`src/rtl/debug_control_mc.sv`:
```
// Multi-channel debug controller on the CPU side of the JTAGlet TAP.
// It executes TAP ops (halt/resume/reset, register ops, memory accesses) across NUM_CH memory ports.
module debug_control_mc #(
  parameter int DATA_W      = 64,
  parameter int ADDR_W      = 64,
  parameter int NUM_CH      = 2,
  parameter int TIMEOUT     = 255,
  parameter int RST_STRETCH = 1023
) (
  input  logic                     cpu_clk,
  input  logic                     sys_rstn,
  input  logic                     jtag_userOp_ready,
  input  logic [7:0]               jtag_userOp,
  input  logic [DATA_W-1:0]        jtag_userData,
  output logic [DATA_W-1:0]        cpu_userData,
  output logic [NUM_CH*ADDR_W-1:0] mem_addr,
  output logic [NUM_CH*DATA_W-1:0] mem_wdata,
  input  logic [NUM_CH*DATA_W-1:0] mem_rdata,
  input  logic [NUM_CH-1:0]        mem_rdata_ready,
  output logic [NUM_CH-1:0]        mem_ce,
  output logic [NUM_CH-1:0]        mem_we,
  output logic                     cpu_halt_cpu,
  output logic                     cpu_resetn_cpu,
  output logic                     busy
);

  localparam int CNT_W = $clog2(RST_STRETCH + 1);
  localparam int TMR_W = $clog2(TIMEOUT + 1);

  typedef enum logic [1:0] {S_IDLE, S_STROBE, S_WAIT, S_DONE} state_t;

  state_t             r_state, w_next;
  logic               r_sync1, r_sync2, r_syncPrev;
  logic               w_exec, w_busy, w_isCtrlOp, w_isMemOp, w_isRegOp;
  logic               w_chReady, w_timeout;
  logic [DATA_W-1:0]  w_chRdata, w_status, r_userData;
  logic [ADDR_W-1:0]  r_addr  [NUM_CH];
  logic [DATA_W-1:0]  r_wdata [NUM_CH];
  logic [3:0]         r_chsel, r_ch, r_lastCh;
  logic               r_isWrite, r_autoInc;
  logic               r_halt, r_tmo, r_badop, r_ovr;
  logic [TMR_W-1:0]   r_timer;
  logic [CNT_W-1:0]   r_rstCnt;

  always_ff @(posedge cpu_clk or negedge sys_rstn) begin
    if (!sys_rstn) begin
      r_sync1    <= 1'b0;
      r_sync2    <= 1'b0;
      r_syncPrev <= 1'b0;
    end else begin
      r_sync1    <= jtag_userOp_ready;
      r_sync2    <= r_sync1;
      r_syncPrev <= r_sync2;
    end
  end

  assign w_exec     = r_sync2 & ~r_syncPrev;
  assign w_busy     = (r_state != S_IDLE);
  assign w_isCtrlOp = (jtag_userOp[7:2] == 6'b000000);
  assign w_isMemOp  = (jtag_userOp[7:2] == 6'b000001);
  assign w_isRegOp  = (jtag_userOp >= 8'h80) && (jtag_userOp <= 8'h84);
  assign w_timeout  = (r_timer == TMR_W'(TIMEOUT - 1));
  assign w_status   = DATA_W'({r_lastCh, 4'b0000, r_chsel, 2'b00, r_ovr, r_badop,
                               ~cpu_resetn_cpu, r_halt, r_tmo, w_busy});

  // Only the latched channel's ready/rdata matter; other channels are ignored.
  always_comb begin
    w_chReady = 1'b0;
    w_chRdata = '0;
    for (int i = 0; i < NUM_CH; i++) begin
      if (r_ch == 4'(i)) begin
        w_chReady = mem_rdata_ready[i];
        w_chRdata = mem_rdata[i*DATA_W +: DATA_W];
      end
    end
  end

  always_ff @(posedge cpu_clk or negedge sys_rstn) begin
    if (!sys_rstn) r_state <= S_IDLE;
    else           r_state <= w_next;
  end

  always_comb begin
    w_next = r_state;
    case (r_state)
      S_IDLE:   if (w_exec && w_isMemOp) w_next = S_STROBE;
      S_STROBE: w_next = r_isWrite ? S_DONE : S_WAIT;
      S_WAIT: begin
        if (w_chReady)      w_next = S_DONE;
        else if (w_timeout) w_next = S_IDLE;
      end
      S_DONE:   w_next = S_IDLE;
      default:  w_next = S_IDLE;
    endcase
  end

  always_comb begin
    mem_ce = '0;
    mem_we = '0;
    busy   = w_busy;
    if (r_state == S_STROBE) begin
      for (int i = 0; i < NUM_CH; i++) begin
        if (r_ch == 4'(i)) begin
          mem_ce[i] = 1'b1;
          mem_we[i] = r_isWrite;
        end
      end
    end
  end

  // Op decode and access bookkeeping; FSM and register ops never write the same reg in one cycle.
  always_ff @(posedge cpu_clk or negedge sys_rstn) begin
    if (!sys_rstn) begin
      r_userData <= '0;
      r_chsel    <= '0;
      r_ch       <= '0;
      r_lastCh   <= '0;
      r_isWrite  <= 1'b0;
      r_autoInc  <= 1'b0;
      r_halt     <= 1'b0;
      r_tmo      <= 1'b0;
      r_badop    <= 1'b0;
      r_ovr      <= 1'b0;
      r_timer    <= '0;
    end else begin
      case (r_state)
        S_STROBE: r_timer <= '0;
        S_WAIT: begin
          if (w_chReady)      r_userData <= w_chRdata;
          else if (w_timeout) r_tmo <= 1'b1;
          else                r_timer <= r_timer + TMR_W'(1);
        end
        S_DONE:   r_lastCh <= r_ch;
        default: ;
      endcase
      if (w_exec) begin
        if (w_isCtrlOp) begin
          case (jtag_userOp[1:0])
            2'd1:    r_halt <= 1'b1;
            2'd2:    r_halt <= 1'b0;
            2'd3:    r_halt <= 1'b0;
            default: ;
          endcase
        end else if (w_isMemOp || w_isRegOp) begin
          if (w_busy) begin
            r_ovr <= 1'b1;
          end else if (w_isMemOp) begin
            r_ch      <= r_chsel;
            r_isWrite <= jtag_userOp[0];
            r_autoInc <= jtag_userOp[1];
          end else begin
            case (jtag_userOp)
              8'h82: begin
                if ({1'b0, jtag_userData[3:0]} < 5'(NUM_CH)) r_chsel <= jtag_userData[3:0];
                else                                         r_badop <= 1'b1;
              end
              8'h83: r_userData <= w_status;
              8'h84: begin
                r_tmo   <= 1'b0;
                r_badop <= 1'b0;
                r_ovr   <= 1'b0;
              end
              default: ;
            endcase
          end
        end else begin
          r_badop <= 1'b1;
        end
      end
    end
  end

  always_ff @(posedge cpu_clk or negedge sys_rstn) begin
    if (!sys_rstn)                                          r_rstCnt <= '0;
    else if (w_exec && w_isCtrlOp && jtag_userOp[1:0] == 2'd3) r_rstCnt <= CNT_W'(RST_STRETCH);
    else if (r_rstCnt != '0)                                r_rstCnt <= r_rstCnt - CNT_W'(1);
  end

  always_ff @(posedge cpu_clk or negedge sys_rstn) begin
    if (!sys_rstn) begin
      for (int i = 0; i < NUM_CH; i++) begin
        r_addr[i]  <= '0;
        r_wdata[i] <= '0;
      end
    end else begin
      for (int i = 0; i < NUM_CH; i++) begin
        if (w_exec && !w_busy && jtag_userOp == 8'h80 && r_chsel == 4'(i))
          r_addr[i] <= jtag_userData[ADDR_W-1:0];
        if (r_state == S_DONE && r_autoInc && r_ch == 4'(i))
          r_addr[i] <= r_addr[i] + ADDR_W'(DATA_W / 8);
        if (w_exec && !w_busy && jtag_userOp == 8'h81 && r_chsel == 4'(i))
          r_wdata[i] <= jtag_userData;
      end
    end
  end

  for (genvar g = 0; g < NUM_CH; g++) begin : g_ch
    assign mem_addr[g*ADDR_W +: ADDR_W]  = r_addr[g];
    assign mem_wdata[g*DATA_W +: DATA_W] = r_wdata[g];
  end

  assign cpu_userData   = r_userData;
  assign cpu_halt_cpu   = r_halt;
  assign cpu_resetn_cpu = (r_rstCnt == '0);

endmodule

```
`config.mk`:
```
export PLATFORM = sky130hd
export DESIGN_NAME = debug_control_mc
export DESIGN_NICKNAME = d
export VERILOG_FILES = /design/src/rtl/debug_control_mc.sv
export SDC_FILE = /design/constraint.sdc
export NUM_CORES = 1
export LEC_CHECK = 0
export CAP_MARGIN = 10
export CORE_AREA = 3 3 206 208
export CTS_CLUSTER_DIAMETER = 150
export CTS_CLUSTER_SIZE = 25
export DETAILED_ROUTE_END_ITERATION = 8
export DIE_AREA = 0 0 209 211
export PLACE_DENSITY_LB_ADDON = 0.25
export SLEW_MARGIN = 20
export SYNTH_ARGS = -nofsm -noshare
export SYNTH_HDL_FRONTEND = slang
export SYNTH_SLANG_ARGS = --single-unit
```
`constraint.sdc`:
```
create_clock -name cpu_clk -period 7.15 [get_ports cpu_clk]
set_input_delay 2.145 -clock cpu_clk [delete_from_list [all_inputs] [get_ports cpu_clk]]
set_output_delay 2.145 -clock cpu_clk [all_outputs]
set_load 0.05 [all_outputs]
```
==> results of run 1 <==
-- worst max-delay path, cell delays in order (launching register included) --
cell and delay, ps:
sky130_fd_sc_hd__dfrtp_1 450, sky130_fd_sc_hd__or4_1 630, sky130_fd_sc_hd__nor4_2 700, sky130_fd_sc_hd__clkdlybuf4s50_1 940
-- final timing paths --
kind                                              start                    endpoint  slack [ps]  cells past startpoint
min in group asynchronous                      sys_rstn   cpu_userData[2]$_DFF_PN0_        1640                      1
max in group asynchronous                      sys_rstn  cpu_userData[37]$_DFF_PN0_        4100                      2
worst min-delay path                  r_sync1$_DFF_PN0_           r_sync2$_DFF_PN0_         360                      0
worst max register to register      r_ch[1]$_DFFE_PN0P_    mem_addr[83]$_DFFE_PN0P_        3840                      7
worst min register to register        r_sync1$_DFF_PN0_           r_sync2$_DFF_PN0_         360                      0
worst max-delay path            r_rstCnt[3]$_DFFE_PN0P_              cpu_resetn_cpu        1760                      3
-- kinds of logic (layout without fill, tap and decap cells) --
family / count (synthesis) / after routing / share of synthesized area, %
adder cells (fa/ha/maj): 6 / 6 / 0.4237
multiplexers: 148 / 148 / 9.337
AND/OR/NAND/NOR: 711 / 711 / 20.14
AO/OA/AOI/OAI: 410 / 410 / 15.51
buffers and inverters: 125 / 594 / 2.712
flip-flops: 361 / 361 / 50.99
XOR/XNOR: 18 / 18 / 0.8899
-- cell usage after synthesis, types with 15 or more instances --
| cell type | n | share of area [%] |
|---|---|---|
| sky130_fd_sc_hd__dfrtp_1 | 361 | 51 |
| sky130_fd_sc_hd__nor2_1 | 124 | 2.6 |
| sky130_fd_sc_hd__o21ai_0 | 101 | 2.9 |
| sky130_fd_sc_hd__nor4_1 | 30 | 1.1 |
| sky130_fd_sc_hd__a211oi_1 | 51 | 2.2 |
| sky130_fd_sc_hd__inv_1 | 19 | 0.40 |
| sky130_fd_sc_hd__nand3_1 | 100 | 2.8 |
| sky130_fd_sc_hd__nor3_1 | 43 | 1.2 |
| sky130_fd_sc_hd__clkbuf_1 | 97 | 2.1 |
| sky130_fd_sc_hd__a21oi_1 | 57 | 1.6 |
| sky130_fd_sc_hd__or4_1 | 16 | 0.68 |
| sky130_fd_sc_hd__nand2_1 | 221 | 4.7 |
| sky130_fd_sc_hd__a31oi_1 | 16 | 0.57 |
| sky130_fd_sc_hd__a22oi_1 | 80 | 3.4 |
| sky130_fd_sc_hd__mux2_2 | 136 | 8.6 |
| sky130_fd_sc_hd__o211ai_1 | 37 | 1.6 |
| sky130_fd_sc_hd__and3_1 | 48 | 1.7 |
| sky130_fd_sc_hd__or3_1 | 15 | 0.53 |
| sky130_fd_sc_hd__nand4_1 | 51 | 1.8 |
-- final cells by class --
type / instances / area, sq um
fillers: 3507 / 16710
flip-flops and latches: 361 / 9034
multi-input cells: 1293 / 8252
repair buffers: 555 / 5513
well taps: 532 / 665.6
clock buffers: 19 / 475.5
inverters: 19 / 71.32
clock inverters: 1 / 16.27
-- sequential cells by signal, summed over array words and instances, names as in the netlist, 2 cells and up --
| register | cells |
|---|---|
| mem_addr | 128 |
| mem_wdata | 128 |
| cpu_userData | 64 |
| r_rstCnt | 10 |
| r_timer | 8 |
| r_ch | 4 |
| r_chsel | 4 |
| r_lastCh | 4 |
| r_state | 2 |
-- per-layer routing --
metal | share of wire (%) | global-route usage, % | up-vias
met5 | 0 | 0 | -
met4 | 3.3 | 8.637 | 0
met3 | 9.2 | 6.921 | 102
met2 | 46 | 44.31 | 813
met1 | 42 | 39.59 | 8269
li1 | - | - | 7558
-- power breakdown --
group / leakage (nW) / switching [mW] / internal [mW]
clock network: 0.241 / 0.677 / 0.484
registers: 4.43 / 0.243 / 2.33
logic: 5.37 / 1.48 / 0.772
-- metrics by stage --
step	power [mW]	hold slack [ps]	area, sq um
2_1_floorplan	3.938	331.2	17720
3_3_place_gp	4.833	337.1	23540
3_5_place_dp	4.872	347.7	23540
4_1_cts	6.032	362.0	24030
5_1_grt	6.250	375.9	24030
6_report	5.985	359.0	24030
==> results.cfg, run 1 <==
[run_status]
status = finished clean

[worst_setup_path]
cp_data_arrival_time_ps = 3250
critical_path_peak_fanout = 9
setup.worst_path.class = reg -> out
worst_setup_path_end_kind = output pin
cp-start-kind = register
critPathRequiredTime_ps = 5010

[global_route]
maximum_number_of_pins_on_one_net_before_global_route_repair = 137
antenna_violations_before_repair = 0
grt.overflow.total = 0
grt_usage_pct = 28.40
grt_pass1_vias = 16176
grt_pass1_wl_microns = 99500

[finish]
layout.nets = 2459
diodes = 0
layout_cell_share_with_drive_strength_beyond_1_pct = 9.253
commonest_cells_after_routing_fill_and_taps_aside = sky130_fd_sc_hd__clkdlybuf4s50_1, sky130_fd_sc_hd__dfrtp_1, sky130_fd_sc_hd__nand2_1, sky130_fd_sc_hd__mux2_2, sky130_fd_sc_hd__nor2_1
postLayoutCoreUtil_pct = 58.98
instances_no_fill = 2780
areaGrowthSynthToFinish_pct = 35.62
layout_commonest_cell = sky130_fd_sc_hd__clkdlybuf4s50_1

[timing]
fin_setup_tns_ps = 0
timing.final.ws_setup_ps = 1756
min_period_ps = 5394
maxClockFrequency_mhz = 185.4
final_setup_skew_ps = 21.99
period_share_pct = 75.45
timing.slew.headroom_pct = 23.16
final_hold_viol_count = 0
report.final.setup_viol = 0
grt_setup_unrepaired = no
timing_max_transition_violations_final = 0
tightestPinTransition_ps = 1137

[yosys]
synth_cell_types = 65
ys_dominant_reg_cell = sky130_fd_sc_hd__dfrtp_1
post_synth.cell_area_avg_sq_um = 9.958
number_of_enable_type_register_cells_in_the_synthesized_netlist = 0
synthArstFlopShare_pct = 100.0
yosysWarnings = 0
ys_seq_elements = 361
syn_inst = 1779
ys_seq_area_share_pct = 50.99
synth_fp_nets = 1990
netlist_area_sq_um = 17720

[floorplanning]
io_pins = 532
fp-row-count = 74
die_area_sq_um = 44100
floorplan.initialDensity_pct = 43.49
core-area_sq_um = 40740
die_width_microns = 209
floorplan.die.height_microns = 211

[place]
place_hpwl_microns = 47440
number_of_port_buffers = 531
cell_total_after_placement = 2760
dpl_worst_slack_ps = 1651
gp_routability_congestion = 0.9046

[clocking]
htreeDepth = 1
holdBufCountCts = 0
cts-buffers-inserted = 18
postCtsSetupRepairBufs = 0
tritoncts = yes
cts-root-buf = sky130_fd_sc_hd__clkbuf_16
clkSinkCount = 361
clk-insertion-delay-late_ps = 540
ctsLongestPathBuffers = 3
path_clk_slew_ps = 100
cts_resized = 0

[routing]
detailedRoute.firstPassIterationCount = 5
wl_microns = 64800
drt_first_iter_violations = 1890
wl_per_cell_microns = 23.31
drt.antenna.violating_nets = 0
via_per_inst = 6.022
route.vias.total = 16742
drc = 0

[job]
cap_violations = 0

[power_and_ir_drop]
p_leak_nw = 10.04
max_rail_drop_vdd_v = 0.0001732
pwr_density_cell_nw_per_um2 = 249.1

[min_path]
min-delay-path-class = reg -> reg
Power figures use the tool's default switching activity.
==> run 2: changes to the inputs <==
- CORE_AREA: 3 3 206 208 -> 3 3 208 210
- DIE_AREA: 0 0 209 211 -> 0 0 211 213
- clock period: 7.15 -> 5 ns (I/O delays scaled with it)
==> run 2 against run 1 <==
- design area grew 0.70%
- non-clock buffer count grew 11
- largest cell class unchanged
- first-iteration DRC count shrank 0.63%
- global-route usage shrank 0.32 points
- total power grew 43%
- flip-flop and latch count is the same
- hold slack is essentially flat
- wire length grew 1.1%
- final cell count grew 0.68%
- critical endpoint is now mem_ce[1]
- via count grew 0.30%
- sequential share of layout area shrank 0.26 points
==> results.cfg, run 2 (synthesis results as in run 1) <==
[power_and_ir_drop]
fin_total_pwr_mw = 8.585
max_rail_drop_vdd_v = 0.0002366
pwr_density_cell_nw_per_um2 = 354.8
p_leak_nw = 10.12

[worst_setup_path]
worst_setup_path_end_kind = output pin
critPathRequiredTime_ps = 3500
critical_path.startpoint = r_ch[1]$_DFFE_PN0P_
critical_path_peak_fanout = 7
cp_data_arrival_time_ps = 2910
setup.worst_path.class = reg -> out
cp-start-kind = register
r2r_start = r_ch[1]$_DFFE_PN0P_

[floorplanning]
io_pins = 532
die_area_sq_um = 44940
fp-row-count = 75
floorplan.initialDensity_pct = 42.42
die_width_microns = 211
floorplan.die.height_microns = 213
core-area_sq_um = 41760

[timing]
tightestPinTransition_ps = 1094
min_period_ps = 4411
grt_setup_unrepaired = no
report.final.setup_viol = 0
final_hold_viol_count = 0
fin_setup_tns_ps = 0
timing_max_transition_violations_final = 0
maxClockFrequency_mhz = 226.7
final_setup_skew_ps = 18.49
timing.slew.headroom_pct = 26.43
timing.final.ws_setup_ps = 589.3
period_share_pct = 88.21

[clocking]
tritoncts = yes
holdBufCountCts = 0
htreeDepth = 1
clkSinkCount = 361
cts-buffers-inserted = 18
cts-root-buf = sky130_fd_sc_hd__clkbuf_16
postCtsSetupRepairBufs = 0
ctsLongestPathBuffers = 3
clk-insertion-delay-late_ps = 540
cts_resized = 0
path_clk_slew_ps = 100

[routing]
wl_microns = 65490
drc = 0
detailedRoute.firstPassIterationCount = 6
wl_per_cell_microns = 23.40
route.vias.total = 16793
drt.antenna.violating_nets = 0
drt_first_iter_violations = 1878
via_per_inst = 6.000

[min_path]
min-delay-path-class = reg -> reg
hp-start = r_sync1$_DFF_PN0_

[global_route]
grt_pass1_vias = 16192
grt.overflow.total = 0
grt_usage_pct = 28.08
antenna_violations_before_repair = 0
grt_pass1_wl_microns = 99330
maximum_number_of_pins_on_one_net_before_global_route_repair = 99

[place]
dpl_worst_slack_ps = 682.0
number_of_port_buffers = 531
gp_routability_congestion = 0.8820
place_hpwl_microns = 48060

[finish]
final.fill_count = 3619
layout_commonest_cell = sky130_fd_sc_hd__clkdlybuf4s50_1
areaGrowthSynthToFinish_pct = 36.58
layout.nets = 2470
layout_cell_share_with_drive_strength_beyond_1_pct = 9.695
commonest_cells_after_routing_fill_and_taps_aside = sky130_fd_sc_hd__clkdlybuf4s50_1, sky130_fd_sc_hd__dfrtp_1, sky130_fd_sc_hd__nand2_1, sky130_fd_sc_hd__mux2_2, sky130_fd_sc_hd__nor2_1

[run_status]
status = finished clean

[job]
cap_violations = 0
## run 2: routing by layer
metal / track usage (%) / up-vias / routed length [microns]
li1: - / 7593 / -
met1: 38.50 / 8375 / 27080
met4: 8.037 / 0 / 1975
met2: 45.54 / 723 / 31020
met5: 0 / - / 0
met3: 5.818 / 102 / 5418
## run 2: worst max-delay path: stages, from the launching register on
cell and delay [ps]:
sky130_fd_sc_hd__dfrtp_1 490, sky130_fd_sc_hd__or4b_2 850, sky130_fd_sc_hd__nor2_1 170, sky130_fd_sc_hd__clkdlybuf4s50_1 870
## run 2: final cells by class
class	count	area (sq um)	share of cell area (%)
clock inverters	1	16.27	0.06723
well taps	539	674.4	2.787
flip-flops and latches	361	9034	37.34
repair buffers	566	5670	23.44
multi-input cells	1293	8252	34.10
inverters	19	71.32	0.2948
clock buffers	19	475.5	1.965
diodes	1	2.502	0.01034
## run 2: path summary, 6_finish.rpt
path / end / slack, ps / cells past startpoint
worst max-delay path: mem_ce[1] / 590 / 3
worst min-delay path: r_sync2$_DFF_PN0_ / 360 / 0
worst max register to register: mem_addr[49]$_DFFE_PN0P_ / 1330 / 6
worst min register to register: r_sync2$_DFF_PN0_ / 360 / 0
max in group asynchronous: cpu_userData[33]$_DFF_PN0_ / 2970 / 2
min in group asynchronous: cpu_userData[58]$_DFF_PN0_ / 960 / 1
## run 2: stage by stage
step,cells,area [sq um],util (%),hold slack [ps]
floorplan,1779,17720,-,331.2
global placement,2778,23700,56.76,338.7
detailed placement,2778,23700,56.76,338.9
CTS,2798,24190,57.94,362.7
global route,2798,24190,57.94,391.0
finish,2799,24200,57.94,358.9
## run 2: where the power goes
group	switching (mW)	internal, mW	leakage (nW)
clock	0.966	0.693	0.241
combinational	2.13	1.12	5.45
sequential	0.348	3.33	4.43
total	3.45	5.14	10.1
